## src/rtl/pc_pkg.sv

```systemverilog
// Shared defaults and the next-PC select encoding for the program-counter unit.
package pc_pkg;

    localparam int unsigned XLEN_DEF      = 32;
    localparam logic [31:0] RESET_VEC_DEF = 32'h0000_0000;
    localparam logic [31:0] TRAP_VEC_DEF  = 32'h0000_0100;
    localparam int unsigned INC_DEF       = 4;
    localparam int unsigned RAS_DEPTH_DEF = 4;

    typedef enum logic [2:0] {
        SEL_HOLD,
        SEL_TRAP,
        SEL_RET,
        SEL_CALL,
        SEL_BR,
        SEL_INC
    } next_sel_t;

endpackage

```

## src/rtl/pc_ras.sv

```systemverilog
// Circular return-address stack; pushing onto a full stack overwrites the oldest
// entry, and pop+push in the same cycle replaces the top in place.
module pc_ras
    import pc_pkg::*;
#(
    parameter int unsigned DEPTH = RAS_DEPTH_DEF,
    parameter int unsigned XLEN  = XLEN_DEF
) (
    input  logic                   clk,
    input  logic                   rst_n,
    input  logic                   push,
    input  logic                   pop,
    input  logic [XLEN-1:0]        wdata,
    output logic [XLEN-1:0]        top,
    output logic [$clog2(DEPTH):0] count,
    output logic                   empty,
    output logic                   full
);

    localparam int unsigned PW = $clog2(DEPTH);

    logic [XLEN-1:0] mem [DEPTH];
    logic [PW-1:0]   ptr_q;
    logic [PW-1:0]   top_idx;
    logic [PW:0]     count_q;
    logic            pop_eff;

    // ptr_q is the next free slot; once full it wraps onto the oldest entry
    assign top_idx = ptr_q - PW'(1);
    assign empty   = (count_q == '0);
    assign full    = (count_q == (PW+1)'(DEPTH));
    assign count   = count_q;
    assign top     = mem[top_idx];
    assign pop_eff = pop && !empty;

    // Pointer and occupancy; pop+push leaves both unchanged
    always_ff @(posedge clk or negedge rst_n) begin
        if (!rst_n) begin
            ptr_q   <= '0;
            count_q <= '0;
        end else if (push && !pop_eff) begin
            ptr_q <= ptr_q + PW'(1);
            if (!full) begin
                count_q <= count_q + (PW+1)'(1);
            end
        end else if (pop_eff && !push) begin
            ptr_q   <= top_idx;
            count_q <= count_q - (PW+1)'(1);
        end
    end

    // Entry storage; a combined pop+push rewrites the current top
    always_ff @(posedge clk) begin
        if (push) begin
            mem[pop_eff ? top_idx : ptr_q] <= wdata;
        end
    end

endmodule

```

## src/rtl/pc_unit.sv

```systemverilog
// Program-counter unit: priority next-PC select, alignment check, PC register,
// and an internal return-address stack for call/ret.
module pc_unit
    import pc_pkg::*;
#(
    parameter int unsigned     XLEN      = XLEN_DEF,
    parameter logic [XLEN-1:0] RESET_VEC = XLEN'(RESET_VEC_DEF),
    parameter logic [XLEN-1:0] TRAP_VEC  = XLEN'(TRAP_VEC_DEF),
    parameter int unsigned     INC       = INC_DEF,
    parameter int unsigned     RAS_DEPTH = RAS_DEPTH_DEF
) (
    input  logic            clk,
    input  logic            rst_n,
    input  logic            stall,
    input  logic            trap,
    input  logic            br_taken,
    input  logic            call,
    input  logic            ret,
    input  logic [XLEN-1:0] br_target,
    output logic [XLEN-1:0] pc_out,
    output logic            pc_valid,
    output logic            misalign,
    output logic            ras_overflow,
    output logic            ras_underflow
);

    localparam logic [XLEN-1:0] ALIGN_MASK = XLEN'(INC - 1);
    localparam int unsigned     CW         = $clog2(RAS_DEPTH) + 1;

    next_sel_t       sel;
    logic [XLEN-1:0] pc_q, pc_d, pc_inc, target, ras_top;
    logic            valid_q, redirect;
    logic            misalign_q, misalign_d;
    logic            ovf_q, ovf_d, unf_q, unf_d;
    logic            ras_push, ras_pop, ras_empty, ras_full;
    logic [CW-1:0]   ras_count;

    pc_ras #(
        .DEPTH (RAS_DEPTH),
        .XLEN  (XLEN)
    ) u_ras (
        .clk   (clk),
        .rst_n (rst_n),
        .push  (ras_push),
        .pop   (ras_pop),
        .wdata (pc_inc),
        .top   (ras_top),
        .count (ras_count),
        .empty (ras_empty),
        .full  (ras_full)
    );

    // Stack flags must agree with the occupancy count
    always_comb begin
        assert (ras_empty == (ras_count == '0));
    end

    assign pc_inc = pc_q + XLEN'(INC);

    // Priority decode; inputs are ignored until pc_valid is up
    always_comb begin
        if (!valid_q)      sel = SEL_HOLD;
        else if (trap)     sel = SEL_TRAP;
        else if (stall)    sel = SEL_HOLD;
        else if (ret)      sel = SEL_RET;
        else if (call)     sel = SEL_CALL;
        else if (br_taken) sel = SEL_BR;
        else               sel = SEL_INC;
    end

    // Next PC, stack control and pulse causes for the selected action
    always_comb begin
        pc_d       = pc_q;
        target     = '0;
        redirect   = 1'b0;
        ras_push   = 1'b0;
        ras_pop    = 1'b0;
        misalign_d = 1'b0;
        ovf_d      = 1'b0;
        unf_d      = 1'b0;
        case (sel)
            SEL_TRAP: pc_d = TRAP_VEC;
            SEL_RET: begin
                // ret+call on an empty stack degenerates to a plain push
                ras_pop  = 1'b1;
                ras_push = call;
                redirect = 1'b1;
                if (ras_empty) begin
                    target = br_target;
                    unf_d  = 1'b1;
                end else begin
                    target = ras_top;
                end
            end
            SEL_CALL: begin
                ras_push = 1'b1;
                redirect = 1'b1;
                target   = br_target;
                ovf_d    = ras_full;
            end
            SEL_BR: begin
                redirect = 1'b1;
                target   = br_target;
            end
            SEL_INC: pc_d = pc_inc;
            default: pc_d = pc_q;
        endcase
        if (redirect) begin
            if ((target & ALIGN_MASK) != '0) begin
                pc_d       = TRAP_VEC;
                misalign_d = 1'b1;
            end else begin
                pc_d = target;
            end
        end
    end

    // PC, valid flag and one-cycle status pulses
    always_ff @(posedge clk or negedge rst_n) begin
        if (!rst_n) begin
            pc_q       <= RESET_VEC;
            valid_q    <= 1'b0;
            misalign_q <= 1'b0;
            ovf_q      <= 1'b0;
            unf_q      <= 1'b0;
        end else begin
            pc_q       <= pc_d;
            valid_q    <= 1'b1;
            misalign_q <= misalign_d;
            ovf_q      <= ovf_d;
            unf_q      <= unf_d;
        end
    end

    assign pc_out        = pc_q;
    assign pc_valid      = valid_q;
    assign misalign      = misalign_q;
    assign ras_overflow  = ovf_q;
    assign ras_underflow = unf_q;

endmodule

```

## config.mk

```make
export PLATFORM = sky130hd
export DESIGN_NAME = pc_unit
export DESIGN_NICKNAME = d
export VERILOG_FILES = /design/src/rtl/pc_pkg.sv /design/src/rtl/pc_ras.sv /design/src/rtl/pc_unit.sv
export SDC_FILE = /design/constraint.sdc
export NUM_CORES = 1
export LEC_CHECK = 0
export ABC_CLOCK_PERIOD_IN_PS = 7600
export CORE_MARGIN = 2
export CORE_UTILIZATION = 60
export DETAILED_ROUTE_END_ITERATION = 10
export PLACE_DENSITY = 0.83
export SLEW_MARGIN = 20
export SYNTH_ARGS = -nofsm -noshare
export SYNTH_HDL_FRONTEND = slang
export SYNTH_SLANG_ARGS = --single-unit
```

## constraint.sdc

```tcl
create_clock -name clk -period 7.6 [get_ports clk]
set_input_delay 1.9 -clock clk [delete_from_list [all_inputs] [get_ports clk]]
set_output_delay 1.9 -clock clk [all_outputs]
set_load 0.02 [all_outputs]
```

==> impl_metrics.py <==
metrics = {
    "status": {
        "status": "completed",
    },
    "route": {
        "ant_nets": 0,
        "wire_per_inst_um": 23.3,
        "drcViolationCount": 0,
        "wirelength_um": 17600,
        "avgViaCountPerCell": 6.56,
        "drt-initial-drc-count": 633,
        "drtPass1Iterations": 5,
        "vias": 4950,
    },
    "sta": {
        "max_freq_mhz": 224,
        "min_period_ns": 4.46,
        "setup_viol": 0,
        "worst_slew_pin_slew_ns": 0.819,
        "rsz0062_at_grt": "no",
        "period_share_pct": 58.7,
        "hold_viol_final": 0,
        "relSlewSlack_pct": 45.4,
        "fin_skew_ns": 0.00887,
        "setup_tns_ns": 0,
        "slew_viol_final": 0,
    },
    "hold_path": {
        "hp-class": "reg -> reg",
        "min_to": "u_ras.mem[2][1]",
        "hp-start": "pc_out[1]",
        "holdPathStages": 0,
    },
    "synth": {
        "seq_area_frac_synth_pct": 64.9,
        "synthMuxAreaShare_pct": 9.15,
        "synth_edf_count": 128,
        "yosysUniqueCellTypes": 57,
        "yosysTopAreaCellShare_pct": 51.2,
        "synth-seq-cells": 169,
        "ys_async_sr_fraction_pct": 24.3,
        "synthSimpleGateAreaFrac_pct": 8.18,
        "synth_largest_area_cell": "edfxtp_1",
        "avgSynthCellArea_um2": 14.9,
        "yosys.area_share.xor_xnor_pct": 3.73,
        "yosys_warnings": 0,
        "ys_top_cells_by_area": "edfxtp_1, dfrtp_1, mux4_2, a22oi_1, xnor2_1",
        "synth_compound_area_share_pct": 10.6,
        "synth_top_family_by_area": "compound AO/OA/AOI/OAI gates",
        "synth_ff_type": "edfxtp_1",
        "synthAdderAreaFrac_pct": 0.833,
        "synth_area_mm2": 0.00751,
        "syn_inst": 504,
        "syn_nets": 548,
    },
    "critical_path": {
        "cp-end-kind": "flip-flop",
        "required_ns": 7.66,
        "critPathKind": "in -> reg",
        "path_max_fanout": 35,
        "r2r_end": "pc_out[31]",
        "cp_data_arrival_time_ns": 4.52,
        "start_kind": "primary input",
        "startpoint": "stall",
        "r2r-start": "u_ras.ptr_q[1]",
        "r2r_slack_ns": 4.19,
        "reg2regPathDepth": 7,
    },
    "final_layout": {
        "postLayoutCellArea_mm2": 0.00894,
        "nets": 618,
        "final_cell_mix": "edfxtp_1, clkdlybuf4s50_1, dfrtp_1",
        "synthToLayoutAreaGrowth_pct": 19.1,
        "layout_commonest_cell": "edfxtp_1",
        "n_fill_cell": 797,
        "drive_above_1_share_pct": 14.3,
        "instances_no_fill": 755,
        "n_antenna_cell": 0,
        "regArea_mm2": 0.00487,
        "post-route-util_pct": 73.8,
        "multi_input_area_mm2": 0.00247,
    },
    "power": {
        "total_power_mw": 2.25,
        "p_leak_nw": 3.19,
        "power.density_mw_per_mm2": 252,
        "max-vdd-ir-drop_mv": 0.188,
    },
    "grt": {
        "grt_first_pass_wirelength_um": 27300,
        "antenna_found_initial": 0,
        "grt_usage_pct": 27.9,
        "grt_max_degree": 42,
        "globalRoute.totalOverflow": 0,
        "grt_pass1_vias": 4984,
    },
    "cts": {
        "root_buffer": "clkbuf_16",
        "cts_setup_buffers": 0,
        "cts_resized": 0,
        "cts_made_buffers": 17,
        "cts_buffer_depth": 2,
        "holdBufCountCts": 0,
        "h-tree-depth": 4,
        "worstSkewPairLatency_ns": 0.43,
        "path_clk_slew_ns": 0.06,
        "cts_tree": "built",
        "cts_sinks": 169,
    },
    "floorplanning": {
        "fp-row-count": 40,
        "io_pins": 75,
        "die_y_um": 116,
        "initial_core_util_pct": 62.0,
        "die_w_um": 116,
        "core-area_mm2": 0.0121,
        "dieArea_mm2": 0.0134,
    },
    "place": {
        "place_congestion": 0.780,
        "placed_cells": 723,
        "placed_area_mm2": 0.00841,
        "place_hpwl_um": 10800,
        "io_buffers": 74,
    },
    "run": {
        "maxCapViolCount": 0,
    },
}
sequential cells by signal, indices dropped and copies added (netlist names):
| name | flops |
|---|---|
| u_ras.ptr_q | 2 |
| u_ras.mem | 128 |
| pc_out | 32 |
| ras_overflow | 1 |
| misalign | 1 |
| pc_valid | 1 |
| ras_underflow | 1 |
| u_ras.count | 3 |
cell usage after synthesis (7+ instances only):
library cell / number
nand2_1: 20
edfxtp_1: 128
buf_2: 11
xnor2_1: 24
a221o_1: 8
o21ai_0: 21
o32a_1: 7
clkbuf_1: 19
a21oi_1: 16
a22oi_1: 34
nand3_1: 17
nor2_1: 26
dfrtp_1: 41
and3_1: 10
inv_1: 10
mux4_2: 30
xor2_1: 8
per-stage QoR:
stage | hold slack (ns) | setup WS (ns)
detailed placement | 0.567 | 2.78
finish | 0.571 | 3.14
floorplan | 0.490 | 2.83
CTS | 0.581 | 3.20
global route | 0.600 | 3.00
global placement | 0.541 | 2.86
metal layers:
layer | GRT usage, % | wire [um] | vias to the layer above
met5 | 0 | 0 | -
met4 | 10.7 | 318 | 0
met3 | 7.11 | 1850 | 26
met2 | 42.9 | 8560 | 298
met1 | 39.1 | 6870 | 2495
li1 | - | - | 2131
worst max-delay path by stage:
stage / slack, ns / depth (start not counted) / to
finish: 3.14 / 8 / u_ras.mem[0][3]
floorplan: 2.83 / 7 / u_ras.mem[0][0]
detailed placement: 2.78 / 8 / u_ras.mem[0][17]
global route: 3.00 / 8 / u_ras.mem[0][10]
global placement: 2.86 / 8 / u_ras.mem[0][17]
CTS: 3.20 / 8 / u_ras.mem[0][23]
critical path, stage by stage:
cell and delay, ns:
clkdlybuf4s50_1 0.46, nor3b_2 0.39, nand2_1 0.24, inv_2 0.63
xnor2_1 0.23, nand2_1 0.10, nor2_2 0.10, buf_4 0.45
power breakdown:
group          total (mW)  switching [mW]  leakage [nW]  internal, mW
clock               0.769           0.328         0.259         0.442
combinational       0.392           0.184          1.13         0.208
sequential           1.09          0.0629          1.80          1.03
total                2.25           0.575          3.19          1.68
cell families after synthesis:
logic type | after synthesis
flip-flops | 169
AO/OA/AOI/OAI | 111
AND/OR/NAND/NOR | 110
buffers and inverters | 45
XOR/XNOR | 32
multiplexers | 31
adder cells (fa/ha/maj) | 5
other | 1
area by class of cell:
class	instances	area share, %
sequential	169	54.5
multi-input combinational	290	27.7
timing repair buffer	85	9.18
clock buffer	20	4.89
tap	168	2.35
clock inverter	12	0.938
inverter	11	0.462
(Power assumes the default switching activity.)
